**src/rtl/ps2_kbd_ctrl.sv**
```systemverilog
// PS/2 keyboard host controller: reset/self-test handshake, LED command with
// resend handling, and forwarding of decoded key events while idle.
module ps2_kbd_ctrl #(
    parameter int INHIBIT_CYCLES = 10000,
    parameter int TIMEOUT_CYCLES = 2000000,
    parameter int MAX_RETRY      = 3
) (
    input  logic       clk,
    input  logic       reset_n,
    input  logic       ps2_clk,
    input  logic       ps2_data,
    output logic       ps2_clk_oe,
    output logic       ps2_data_oe,
    input  logic [9:0] rx_data,
    input  logic       rx_ready,
    input  logic       led_req,
    input  logic [2:0] led_val,
    output logic       key_valid,
    output logic [9:0] key_data,
    output logic       busy,
    output logic       init_done,
    output logic       error
);
    localparam int CNT_MAX = (TIMEOUT_CYCLES > INHIBIT_CYCLES) ? TIMEOUT_CYCLES : INHIBIT_CYCLES;
    localparam int CNT_W   = $clog2(CNT_MAX + 1);
    localparam int RTY_W   = $clog2(MAX_RETRY + 1) + 1;

    typedef enum logic [2:0] {
        S_INIT, S_IDLE, S_INHIBIT, S_START, S_TX, S_ACK, S_RESP, S_ERR
    } state_t;

    // Which byte of which command is outstanding, and hence which reply is expected.
    typedef enum logic [1:0] {
        P_INIT_FA, P_INIT_AA, P_LED_CMD, P_LED_VAL
    } step_t;

    state_t           state, state_nx;
    step_t            step;
    logic [1:0]       clk_sync, data_sync;
    logic             clk_prev;
    logic             ps2_fall, data_s;
    logic [CNT_W-1:0] cnt;
    logic [3:0]       edge_cnt;
    logic [RTY_W-1:0] retry_cnt;
    logic [7:0]       tx_byte;
    logic [7:0]       rsp_code, rsp_expect;
    logic [2:0]       led_lat;
    logic [8:0]       tx_frame;
    logic             tx_bit;
    logic             inh_done, to_hit, timed_state;
    logic             rsp_ok, rsp_resend, retry_left;

    always_ff @(posedge clk or negedge reset_n) begin
        if (!reset_n) begin
            clk_sync  <= 2'b11;
            data_sync <= 2'b11;
            clk_prev  <= 1'b1;
        end else begin
            clk_sync  <= {clk_sync[0], ps2_clk};
            data_sync <= {data_sync[0], ps2_data};
            clk_prev  <= clk_sync[1];
        end
    end

    assign ps2_fall    = clk_prev & ~clk_sync[1];
    assign data_s      = data_sync[1];
    assign rsp_code    = rx_data[7:0];
    assign rsp_expect  = (step == P_INIT_AA) ? 8'hAA : 8'hFA;
    assign rsp_ok      = (state == S_RESP) && rx_ready && (rsp_code == rsp_expect);
    assign rsp_resend  = (state == S_RESP) && rx_ready && (rsp_code == 8'hFE);
    assign retry_left  = (retry_cnt != RTY_W'(MAX_RETRY));
    assign inh_done    = (cnt == CNT_W'(INHIBIT_CYCLES - 1));
    assign to_hit      = (cnt == CNT_W'(TIMEOUT_CYCLES - 1));
    assign timed_state = (state == S_START) || (state == S_TX) || (state == S_ACK) || (state == S_RESP);

    // Frame bit n (1..9) is shifted out after the n-th device clock fall; bit 9 is odd parity.
    assign tx_frame = {~^tx_byte, tx_byte};
    assign tx_bit   = (edge_cnt >= 4'd1 && edge_cnt <= 4'd9) ? tx_frame[edge_cnt - 4'd1] : 1'b1;

    always_ff @(posedge clk or negedge reset_n) begin
        if (!reset_n) state <= S_INIT;
        else          state <= state_nx;
    end

    always_comb begin
        state_nx = state;
        case (state)
            S_INIT:    state_nx = S_INHIBIT;
            S_IDLE:    if (led_req) state_nx = S_INHIBIT;
            S_INHIBIT: if (inh_done) state_nx = S_START;
            S_START: begin
                if (ps2_fall)    state_nx = S_TX;
                else if (to_hit) state_nx = S_ERR;
            end
            S_TX: begin
                if (ps2_fall) begin
                    if (edge_cnt == 4'd9) state_nx = S_ACK;
                end else if (to_hit) begin
                    state_nx = S_ERR;
                end
            end
            S_ACK: begin
                if (ps2_fall)    state_nx = data_s ? S_ERR : S_RESP;
                else if (to_hit) state_nx = S_ERR;
            end
            S_RESP: begin
                if (rsp_ok) begin
                    case (step)
                        P_INIT_FA: state_nx = S_RESP;
                        P_LED_CMD: state_nx = S_INHIBIT;
                        default:   state_nx = S_IDLE;
                    endcase
                end else if (rsp_resend) begin
                    state_nx = retry_left ? S_INHIBIT : S_ERR;
                end else if (to_hit) begin
                    state_nx = S_ERR;
                end
            end
            S_ERR:   state_nx = S_IDLE;
            default: state_nx = S_INIT;
        endcase
    end

    always_comb begin
        ps2_clk_oe  = 1'b0;
        ps2_data_oe = 1'b0;
        case (state)
            S_INHIBIT: ps2_clk_oe  = 1'b1;
            S_START:   ps2_data_oe = 1'b1;
            S_TX:      ps2_data_oe = ~tx_bit;
            default:   ;
        endcase
    end

    // A reply that advances within RESP counts as a fresh wait for the timeout.
    always_ff @(posedge clk or negedge reset_n) begin
        if (!reset_n) begin
            cnt <= '0;
        end else if ((state_nx != state) || rsp_ok || (timed_state && ps2_fall)) begin
            cnt <= '0;
        end else if (cnt != CNT_W'(CNT_MAX)) begin
            cnt <= cnt + CNT_W'(1);
        end
    end

    always_ff @(posedge clk or negedge reset_n) begin
        if (!reset_n) begin
            edge_cnt <= '0;
        end else if (state == S_INHIBIT) begin
            edge_cnt <= '0;
        end else if (state == S_START && ps2_fall) begin
            edge_cnt <= 4'd1;
        end else if (state == S_TX && ps2_fall) begin
            edge_cnt <= edge_cnt + 4'd1;
        end
    end

    always_ff @(posedge clk or negedge reset_n) begin
        if (!reset_n) begin
            tx_byte   <= '0;
            step      <= P_INIT_FA;
            retry_cnt <= '0;
            led_lat   <= '0;
        end else if (state == S_INIT) begin
            tx_byte   <= 8'hFF;
            step      <= P_INIT_FA;
            retry_cnt <= '0;
        end else if (state == S_IDLE && led_req) begin
            led_lat   <= led_val;
            tx_byte   <= 8'hED;
            step      <= P_LED_CMD;
            retry_cnt <= '0;
        end else if (rsp_ok) begin
            case (step)
                P_INIT_FA: step <= P_INIT_AA;
                P_LED_CMD: begin
                    step      <= P_LED_VAL;
                    tx_byte   <= {5'b0, led_lat};
                    retry_cnt <= '0;
                end
                default: ;
            endcase
        end else if (rsp_resend && retry_left) begin
            retry_cnt <= retry_cnt + RTY_W'(1);
            // A resend during self-test wait means 0xFF goes again, so 0xFA is owed first.
            if (step == P_INIT_AA) step <= P_INIT_FA;
        end
    end

    always_ff @(posedge clk or negedge reset_n) begin
        if (!reset_n) begin
            busy      <= 1'b0;
            error     <= 1'b0;
            init_done <= 1'b0;
            key_valid <= 1'b0;
            key_data  <= '0;
        end else begin
            busy      <= (state_nx != S_IDLE);
            key_valid <= (state == S_IDLE) && rx_ready;
            if (state == S_IDLE && rx_ready) key_data <= rx_data;
            if (state_nx == S_ERR) error <= 1'b1;
            if (rsp_ok && step == P_INIT_AA) init_done <= 1'b1;
        end
    end

endmodule

```
**config.mk**
```make
export PLATFORM = sky130hd
export DESIGN_NAME = ps2_kbd_ctrl
export DESIGN_NICKNAME = d
export VERILOG_FILES = /design/src/rtl/ps2_kbd_ctrl.sv
export SDC_FILE = /design/constraint.sdc
export NUM_CORES = 1
export LEC_CHECK = 0
export CAP_MARGIN = 20
export CORE_ASPECT_RATIO = 0.6
export CORE_MARGIN = 2
export CORE_UTILIZATION = 49
export DETAILED_ROUTE_END_ITERATION = 16
export PLACE_DENSITY = 0.72
export SLEW_MARGIN = 20
export SYNTH_ARGS = -nofsm -noshare
export SYNTH_HDL_FRONTEND = slang
export SYNTH_SLANG_ARGS = --single-unit
```
**constraint.sdc**
```tcl
create_clock -name clk -period 3.8 [get_ports clk]
set_input_delay 0.95 -clock clk [delete_from_list [all_inputs] [get_ports clk]]
set_output_delay 0.95 -clock clk [all_outputs]
set_load 0.05 [all_outputs]
```
==> results of run 1 <==
[state kept, by name (all words and copies together), names as in the netlist, 2 cells and up]
name / flops
cnt: 21
key_data: 10
tx_byte: 5
edge_cnt: 4
led_lat: 3
retry_cnt: 3
state: 3
clk_sync: 2
data_sync: 2
step: 2
[layer usage]
layer | routed length (um) | vias to the layer above | track usage [%]
met4 | 142 | 0 | 8.33
met1 | 3750 | 1239 | 31.5
li1 | - | 1298 | -
met2 | 2900 | 81 | 28.2
met3 | 496 | 10 | 6.82
met5 | 0 | - | 0
[power breakdown]
part | leakage [uW] | switching (uW) | internal [uW] | total, uW
logic | 0.000844 | 154 | 101 | 256
registers | 0.000760 | 40.9 | 685 | 725
clock network | 0.000131 | 269 | 456 | 726
total | 0.00173 | 464 | 1240 | 1710
[cell families (layout without fill, tap and decap cells)]
logic type | Yosys count | in the layout | share of synthesized area, %
buf+inv | 29 | 72 | 3.98
simple gates | 155 | 155 | 27.1
compound gates | 55 | 55 | 10.3
mux | 15 | 15 | 5.20
xor+xnor | 23 | 23 | 5.98
fa+ha+maj | 7 | 7 | 2.60
flops | 60 | 60 | 44.8
[worst max-delay path, cell delays in order (launching register included)]
cell	delay (ns)
dfrtp_1	0.60
inv_1	0.09
ha_1	0.39
mux4_2	0.32
a21oi_1	0.16
o21ai_0	0.11
o21ai_1	0.14
buf_4	0.21
[path summary, 6_finish.rpt]
kind                              start           end  slack (ns)  depth (start not counted)
max                         edge_cnt[0]   ps2_data_oe        0.51                          7
min                        data_sync[0]  data_sync[1]        0.35                          0
max reg2reg                     cnt[11]        cnt[4]        0.90                          7
min reg2reg                data_sync[0]  data_sync[1]        0.35                          0
max in group asynchronous       reset_n   clk_sync[0]        2.36                          2
min in group asynchronous       reset_n       cnt[17]        0.68                          1
[cells in the final DEF (no fill, tap or decap), types with 2 or more instances in the layout]
| cell type | netlist | routed |
|---|---|---|
| a21o_1 | 2 | 2 |
| a21oi_1 | 14 | 14 |
| a31o_1 | 2 | 2 |
| a31oi_1 | 2 | 2 |
| and2_1 | 2 | 2 |
| and3_1 | 4 | 4 |
| and4b_1 | 3 | 3 |
| buf_4 | 2 | 9 |
| clkbuf_1 | 9 | 4 |
| clkbuf_16 | 0 | 9 |
| clkdlybuf4s50_1 | 0 | 32 |
| clkinv_2 | 1 | 3 |
| dfrtp_1 | 55 | 55 |
| dfstp_2 | 5 | 5 |
| ha_1 | 7 | 7 |
| inv_1 | 13 | 13 |
| mux2_1 | 9 | 9 |
| mux2i_1 | 4 | 4 |
| nand2_1 | 40 | 40 |
| nand2b_1 | 4 | 4 |
| nand3_1 | 18 | 18 |
| nand4_1 | 5 | 5 |
| nor2_1 | 22 | 22 |
| nor2b_1 | 3 | 3 |
| nor3_1 | 12 | 12 |
| nor3_2 | 20 | 20 |
| nor3b_1 | 3 | 3 |
| nor4_1 | 2 | 2 |
| nor4b_1 | 3 | 3 |
| o21ai_0 | 16 | 16 |
| o21ai_1 | 8 | 8 |
| or3_1 | 4 | 4 |
| xnor2_1 | 15 | 15 |
| xor2_1 | 8 | 8 |
[cell type report]
class	count	area, um2
Timing Repair Buffer	42	393
Clock buffer	14	254
Clock inverter	2	10.0
Inverter	14	53.8
Multi-Input combinational cell	255	1730
Fill cell	558	2590
Tap cell	87	109
Sequential cell	60	1510
[through the flow]
| step | worst slack (ns) | hold WS, ns | total power, uW |
|---|---|---|---|
| after global placement | 0.461 | 0.346 | 982 |
| final | 0.506 | 0.353 | 1710 |
| after CTS | 0.489 | 0.355 | 1720 |
| after global routing | 0.362 | 0.356 | 1790 |
| after floorplan | 0.555 | 0.345 | 898 |
| after detailed placement | 0.423 | 0.348 | 990 |
==> flow_summary.ini, run 1 <==
[floorplanning]
ioPinCount = 35
die_w_um = 111
core_area_um2 = 6650
fp.dieH_um = 68.2
rows = 23
initial_core_util_pct = 50.6
die_area_um2 = 7570

[finish]
final_cell_area_um2 = 4050
drive_gt1_share_pct = 14.7
layoutNonFillerInstCount = 474
n_antenna_cell = 0
syn_to_final_growth_pct = 20.4
nets = 408
post-route-util_pct = 61.0

[global_route]
grt_pass1_wl_mm = 12.4
grt_use_total_pct = 21.2
grt_max_degree = 32
grt.overflow.total = 0
antenna_found_initial = 0
grt_pass1_vias = 2473

[sta]
max_slew_margin_pct = 47.3
rsz0062_at_grt = no
finalClockSkew_ns = 0.00632
final-setup-viol-count = 0
fmax_ghz = 0.304
fin_crit_ns = 3.29
hold_viol = 0
tightest_slew_ns = 0.789
period_share_pct = 86.7
slew_viol_final = 0
setup_tns_ns = 0

[clock_tree]
clkSinkCount = 60
cts_inserted_buffers = 9
cts_tree = yes
clk_latency_ns = 0.33
cts_htree_levels = 3
cts.clk_slew.worst_paths_ns = 0.05
cts-root-buf = clkbuf_16
cts_resized = 0
cts.path.max_buffers = 2
cts_hold_buf = 0
post_cts_buffers = 0

[setup_path]
worstPathArrival_ns = 2.34
crit_path_end_kind = output pin
cp_max_fo = 13
critPathRequiredTime_ns = 2.85
path_class = reg -> out
worst_setup_path_start_kind = flop

[synth]
avgSynthCellArea_um2 = 9.79
yosys_register_bits = 60
synth_area_leaders = dfrtp_1 (41%), nor3_2 (5.9%), nand2_1 (4.5%)
synth_top_area_share_pct = 40.9
synth_edf_count = 0
syn_inst = 344
netlist_area_um2 = 3370
yosysTopAreaCell = dfrtp_1
syn_nets = 370
synth_cell_types = 58
synth_common_cells = dfrtp_1 (55), nand2_1 (40), nor2_1 (22)
ys_warn_count = 0
seq_area_frac_synth_pct = 44.8
synth.most_common_cell = dfrtp_1
synthArstFlopShare_pct = 100
synth-main-ff-cell = dfrtp_1

[placed_design]
port_buffers = 34
placed_cells = 458
dpl-instance-area_um2 = 3790
place_hpwl_mm = 5.14
place_congestion = 0.837

[power]
vdd_drop_max_v = 0.000223
p_leak_uw = 0.00173
power_density_nw_per_um2 = 421

[drt]
num_vias = 2628
drt_iter0_markers = 234
vias_per_cell = 5.54
drt_pass1_iterations = 9
drc = 0
antenna_left = 0
routedWlPerCell_um = 15.4
wl_mm = 7.30

[hold_path]
hp-class = reg -> reg

[job]
max_cap_violations = 0

[status]
status = complete, no violations
No activity file was read; power rests on OpenSTA's default activity.
==> run 2: changes to the inputs <==
--- a/config.mk
+++ b/config.mk
@@ -7,7 +7,7 @@
 export LEC_CHECK = 0
 export CAP_MARGIN = 20
 export CORE_ASPECT_RATIO = 0.6
-export CORE_MARGIN = 2
+export CORE_MARGIN = 1.5
 export CORE_UTILIZATION = 49
 export DETAILED_ROUTE_END_ITERATION = 16
 export PLACE_DENSITY = 0.72
==> run 2 against run 1 <==
Net effect:
- core utilization is 0.70 points higher
- clock power rose by 19%
- via count rose by 2.5%
- critical path type unchanged
==> flow_summary.ini, run 2 (synthesized netlist as in run 1, its figures left out) <==
[setup_path]
path_class = reg -> out
worst_setup_path_start_kind = flop
cp_max_fo = 13
reg2reg_slack_ns = 1.00
critPathRequiredTime_ns = 2.85
r2r-start = cnt[11]
reg2reg_depth = 7
worstPathArrival_ns = 2.38
r2r_end = cnt[9]
crit_path_end_kind = output pin

[finish]
syn_to_final_growth_pct = 21.7
post-route-util_pct = 61.7
regMostFlops = cnt
final_common_cell = dfrtp_1
largest_reg_flops = 21
final_cell_area_um2 = 4100
n_antenna_cell = 0
drive_gt1_share_pct = 15.3
nets = 407
reg_top3 = cnt: 21 flops, key_data: 10 flops, tx_byte: 5 flops
final_cell_mix = dfrtp_1 (55), nand2_1 (40), clkdlybuf4s50_1 (32)
layoutNonFillerInstCount = 473

[clock_tree]
clk_latency_ns = 0.32
clkSinkCount = 60
cts.path.max_buffers = 2
cts_htree_levels = 3
cts.clk_slew.worst_paths_ns = 0.05
cts_resized = 0
cts_hold_buf = 0
post_cts_buffers = 0
cts_inserted_buffers = 9
cts-root-buf = clkbuf_16
cts_tree = yes

[sta]
fin_crit_ns = 3.33
finalClockSkew_ns = 0.00482
setup_tns_ns = 0
max_slew_margin_pct = 47.5
rsz0062_at_grt = no
tightest_slew_ns = 0.785
final-setup-viol-count = 0
hold_viol = 0
fmax_ghz = 0.300
period_share_pct = 87.7
slew_viol_final = 0

[floorplanning]
fp.dieH_um = 67.2
rows = 23
die_w_um = 110
initial_core_util_pct = 50.6
core_area_um2 = 6650
ioPinCount = 35
die_area_um2 = 7390

[drt]
num_vias = 2693
drc = 0
drt_iter0_markers = 235
wl_mm = 7.41
routedWlPerCell_um = 15.7
antenna_left = 0
drt_pass1_iterations = 5
vias_per_cell = 5.69

[power]
p_leak_uw = 0.00176
vdd_drop_max_v = 0.000372
power_density_nw_per_um2 = 449

[global_route]
grt_max_degree = 39
antenna_found_initial = 0
grt_use_total_pct = 23.0
grt.overflow.total = 0
grt_pass1_wl_mm = 12.6
grt_pass1_vias = 2489

[placed_design]
placed_cells = 457
place_congestion = 0.829
dpl-instance-area_um2 = 3780
place_hpwl_mm = 5.10
port_buffers = 34

[hold_path]
hp-start = data_sync[0]
worstHoldEndpoint = data_sync[1]
hp-class = reg -> reg
holdPathStages = 0

[status]
status = complete, no violations

[job]
max_cap_violations = 0
-- run 2: changes by cell type in the layout (fill, tap and decap cells not counted), sizes merged --
cell / previous run / this run
clkbuf: 14 / 11
buf: 10 / 9
clkinv: 3 / 4
bufinv: 0 / 2
-- run 2: worst max-delay path by stage --
stage / start / endpoint / slack, ns / depth (start not counted)
floorplan: edge_cnt[0] / ps2_data_oe / 0.55 / 7
global placement: rx_data[4] / cnt[13] / 0.46 / 8
detailed placement: rx_data[4] / cnt[13] / 0.40 / 8
CTS: edge_cnt[0] / ps2_data_oe / 0.46 / 7
global route: edge_cnt[0] / ps2_data_oe / 0.33 / 7
finish: edge_cnt[0] / ps2_data_oe / 0.47 / 7
-- run 2: layout make-up --
class,instances,area [um2]
clock buffer,11,243
timing repair buffer,41,385
clock inverter,5,75.1
multi-input combinational,255,1730
fill,539,2550
sequential,60,1510
tap,87,109
inverter,14,53.8
-- run 2: routing by layer --
| layer | track usage, % | part of all wire, % | vias to the layer above |
|---|---|---|---|
| met1 | 33.4 | 51 | 1302 |
| met5 | 0 | 0 | - |
| li1 | - | - | 1295 |
| met3 | 8.49 | 6.9 | 4 |
| met4 | 6.49 | 0.46 | 0 |
| met2 | 31.9 | 42 | 92 |
-- run 2: worst max-delay path, cell delays in order, from the launching register on --
cell	delay (ns)
dfrtp_1	0.61
inv_1	0.10
ha_1	0.39
mux4_2	0.32
a21oi_1	0.15
o21ai_0	0.11
o21ai_1	0.15
buf_4	0.22
-- run 2: report_power, final --
part / internal [uW] / switching [uW]
sequential: 684 / 39.6
clock: 588 / 275
combinational: 100 / 155
total: 1370 / 470
-- run 2: through the flow --
step / hold slack [ns] / power, uW / setup slack (ns)
6_report: 0.357 / 1840 / 0.469
5_1_grt: 0.366 / 1920 / 0.328
4_1_cts: 0.361 / 1860 / 0.457
3_5_place_dp: 0.351 / 988 / 0.397
3_3_place_gp: 0.347 / 980 / 0.461
2_1_floorplan: 0.345 / 898 / 0.555
==> run 3: changes to the inputs <==
--- a/config.mk
+++ b/config.mk
@@ -10,7 +10,7 @@
 export CORE_MARGIN = 1.5
 export CORE_UTILIZATION = 49
 export DETAILED_ROUTE_END_ITERATION = 16
-export PLACE_DENSITY = 0.72
+export PLACE_DENSITY = 0.68
 export SLEW_MARGIN = 20
 export SYNTH_ARGS = -nofsm -noshare
 export SYNTH_HDL_FRONTEND = slang
==> run 3 against run 2 <==
Net effect:
- worst hold slack worse by 0.0025 ns
- largest cell class unchanged
- combinational power is 2% lower
- final cell count is 0.21% lower
- global-route usage is 0.077 points lower
- flip-flop and latch count stayed put
- register-to-register slack worse by 0.05 ns
- critical path depth is 5 lower
- first-iteration DRC count is 14% lower
- via count is 2.5% lower
==> flow_summary.ini, run 3 (synthesized netlist as in run 1, its figures left out) <==
[status]
status = complete, no violations

[clock_tree]
cts_tree = yes
cts.clk_slew.worst_paths_ns = 0.05
post_cts_buffers = 0
clkSinkCount = 60
cts_inserted_buffers = 9
clk_latency_ns = 0.33
cts.path.max_buffers = 2
cts_hold_buf = 0
cts_htree_levels = 3
cts_resized = 0
cts-root-buf = clkbuf_16

[drt]
wl_met3_um = 540
routedWlPerCell_um = 15.7
vias_per_cell = 5.57
topRoutingLayerUsed = met4
drt-met1-wl_mm = 3.89
drt_pass1_iterations = 4
dr_wl_met2_mm = 2.92
num_vias = 2627
antenna_left = 0
drc = 0
drt_iter0_markers = 202
wl_mm = 7.43

[floorplanning]
rows = 23
fp.dieH_um = 67.2
die_area_um2 = 7390
die_w_um = 110
initial_core_util_pct = 50.6
ioPinCount = 35
core_area_um2 = 6650

[sta]
hold_viol = 0
fmax_ghz = 0.304
max_slew_margin_pct = 46.1
slew_viol_final = 0
final-setup-viol-count = 0
period_share_pct = 86.6
setup_slack_ns = 0.511
finalClockSkew_ns = 0.00671
setup_tns_ns = 0
tightest_slew_ns = 0.806
fin_crit_ns = 3.29
rsz0062_at_grt = no

[power]
vdd_drop_max_v = 0.000416
power_density_nw_per_um2 = 469
intPower_uw = 1460
pwr-share-comb_pct = 13.0
p_sw_uw = 477
seqPwrFrac_pct = 37.6
p_leak_uw = 0.00177
swShare_pct = 24.6
clkPwrFrac_pct = 49.4
power.total_uw = 1930

[setup_path]
critPathRequiredTime_ns = 2.85
path_cells = nor3b_1 > clkdlybuf4s50_1
crit_buf_inv = 1
path_class = reg -> out
cp_max_fo = 20
worstPathArrival_ns = 2.34
crit_path_end_kind = output pin
cp_top_family = buffers and inverters
crit_slowest_cell = clkdlybuf4s50_1
max_stage_delay_ns = 0.88
worst_setup_path_start_kind = flop

[job]
max_cap_violations = 0

[finish]
n_antenna_cell = 0
largest_reg_flops = 21
final_common_cell = dfrtp_1
final_cell_mix = dfrtp_1 (55), nand2_1 (40), clkdlybuf4s50_1 (32)
multi_input_area_um2 = 1730
reg_top3 = cnt: 21 flops, key_data: 10 flops, tx_byte: 5 flops
nets = 406
syn_to_final_growth_pct = 22.6
regMostFlops = cnt
drive_gt1_share_pct = 15.1
final-seq-area_um2 = 1510
fillCellCount = 552

[global_route]
antenna_found_initial = 0
grt.overflow.total = 0
grt_use_total_pct = 22.9
grt_pass1_vias = 2504
grt_pass1_wl_mm = 12.4
grt_max_degree = 48

[placed_design]
port_buffers = 34
dp_slack_ns = 0.420
place_hpwl_mm = 5.27
place_congestion = 0.832

[hold_path]
hp-class = reg -> reg
[run 3: worst paths after layout]
path                                   from          end  slack, ns  depth (start not counted)
worst max-delay path               state[1]   ps2_clk_oe       0.51                          2
worst min-delay path            clk_sync[0]  clk_sync[1]       0.35                          0
worst max register to register      cnt[12]       cnt[0]       0.95                          7
worst min register to register  clk_sync[0]  clk_sync[1]       0.35                          0
max in group asynchronous           reset_n   led_lat[2]       2.54                          2
min in group asynchronous           reset_n      cnt[18]       0.63                          1
[run 3: stage by stage]
stage	area, um2	util (%)	hold WS (ns)	instances
after global placement	3770	56.8	0.346	456
after floorplan	3370	-	0.345	344
after global routing	4130	62.1	0.361	472
after CTS	4130	62.1	0.356	472
after detailed placement	3770	56.8	0.349	456
final	4130	62.1	0.355	472
[run 3: area by class of cell]
cell class                 instances  share of cell area [%]
timing repair buffer              40                    9.21
tap                               87                    2.64
sequential                        60                    36.5
clock buffer                      12                    6.21
multi-input combinational        255                    41.8
clock inverter                     4                    2.30
inverter                          14                    1.30
[run 3: power by group through the flow]
stage / clock (uW) / sequential (uW) / combinational, uW
after floorplan: 0 / 757 / 140
after global placement: 0 / 735 / 246
after detailed placement: 0 / 737 / 253
after CTS: 971 / 727 / 254
after global routing: 1000 / 735 / 280
final: 956 / 728 / 251
[run 3: metal layers]
metal  track usage, %  up-vias
met1             33.8     1256
met2             30.8       78
met3             9.75        9
met4             4.87        0
met5                0        -
li1                 -     1284
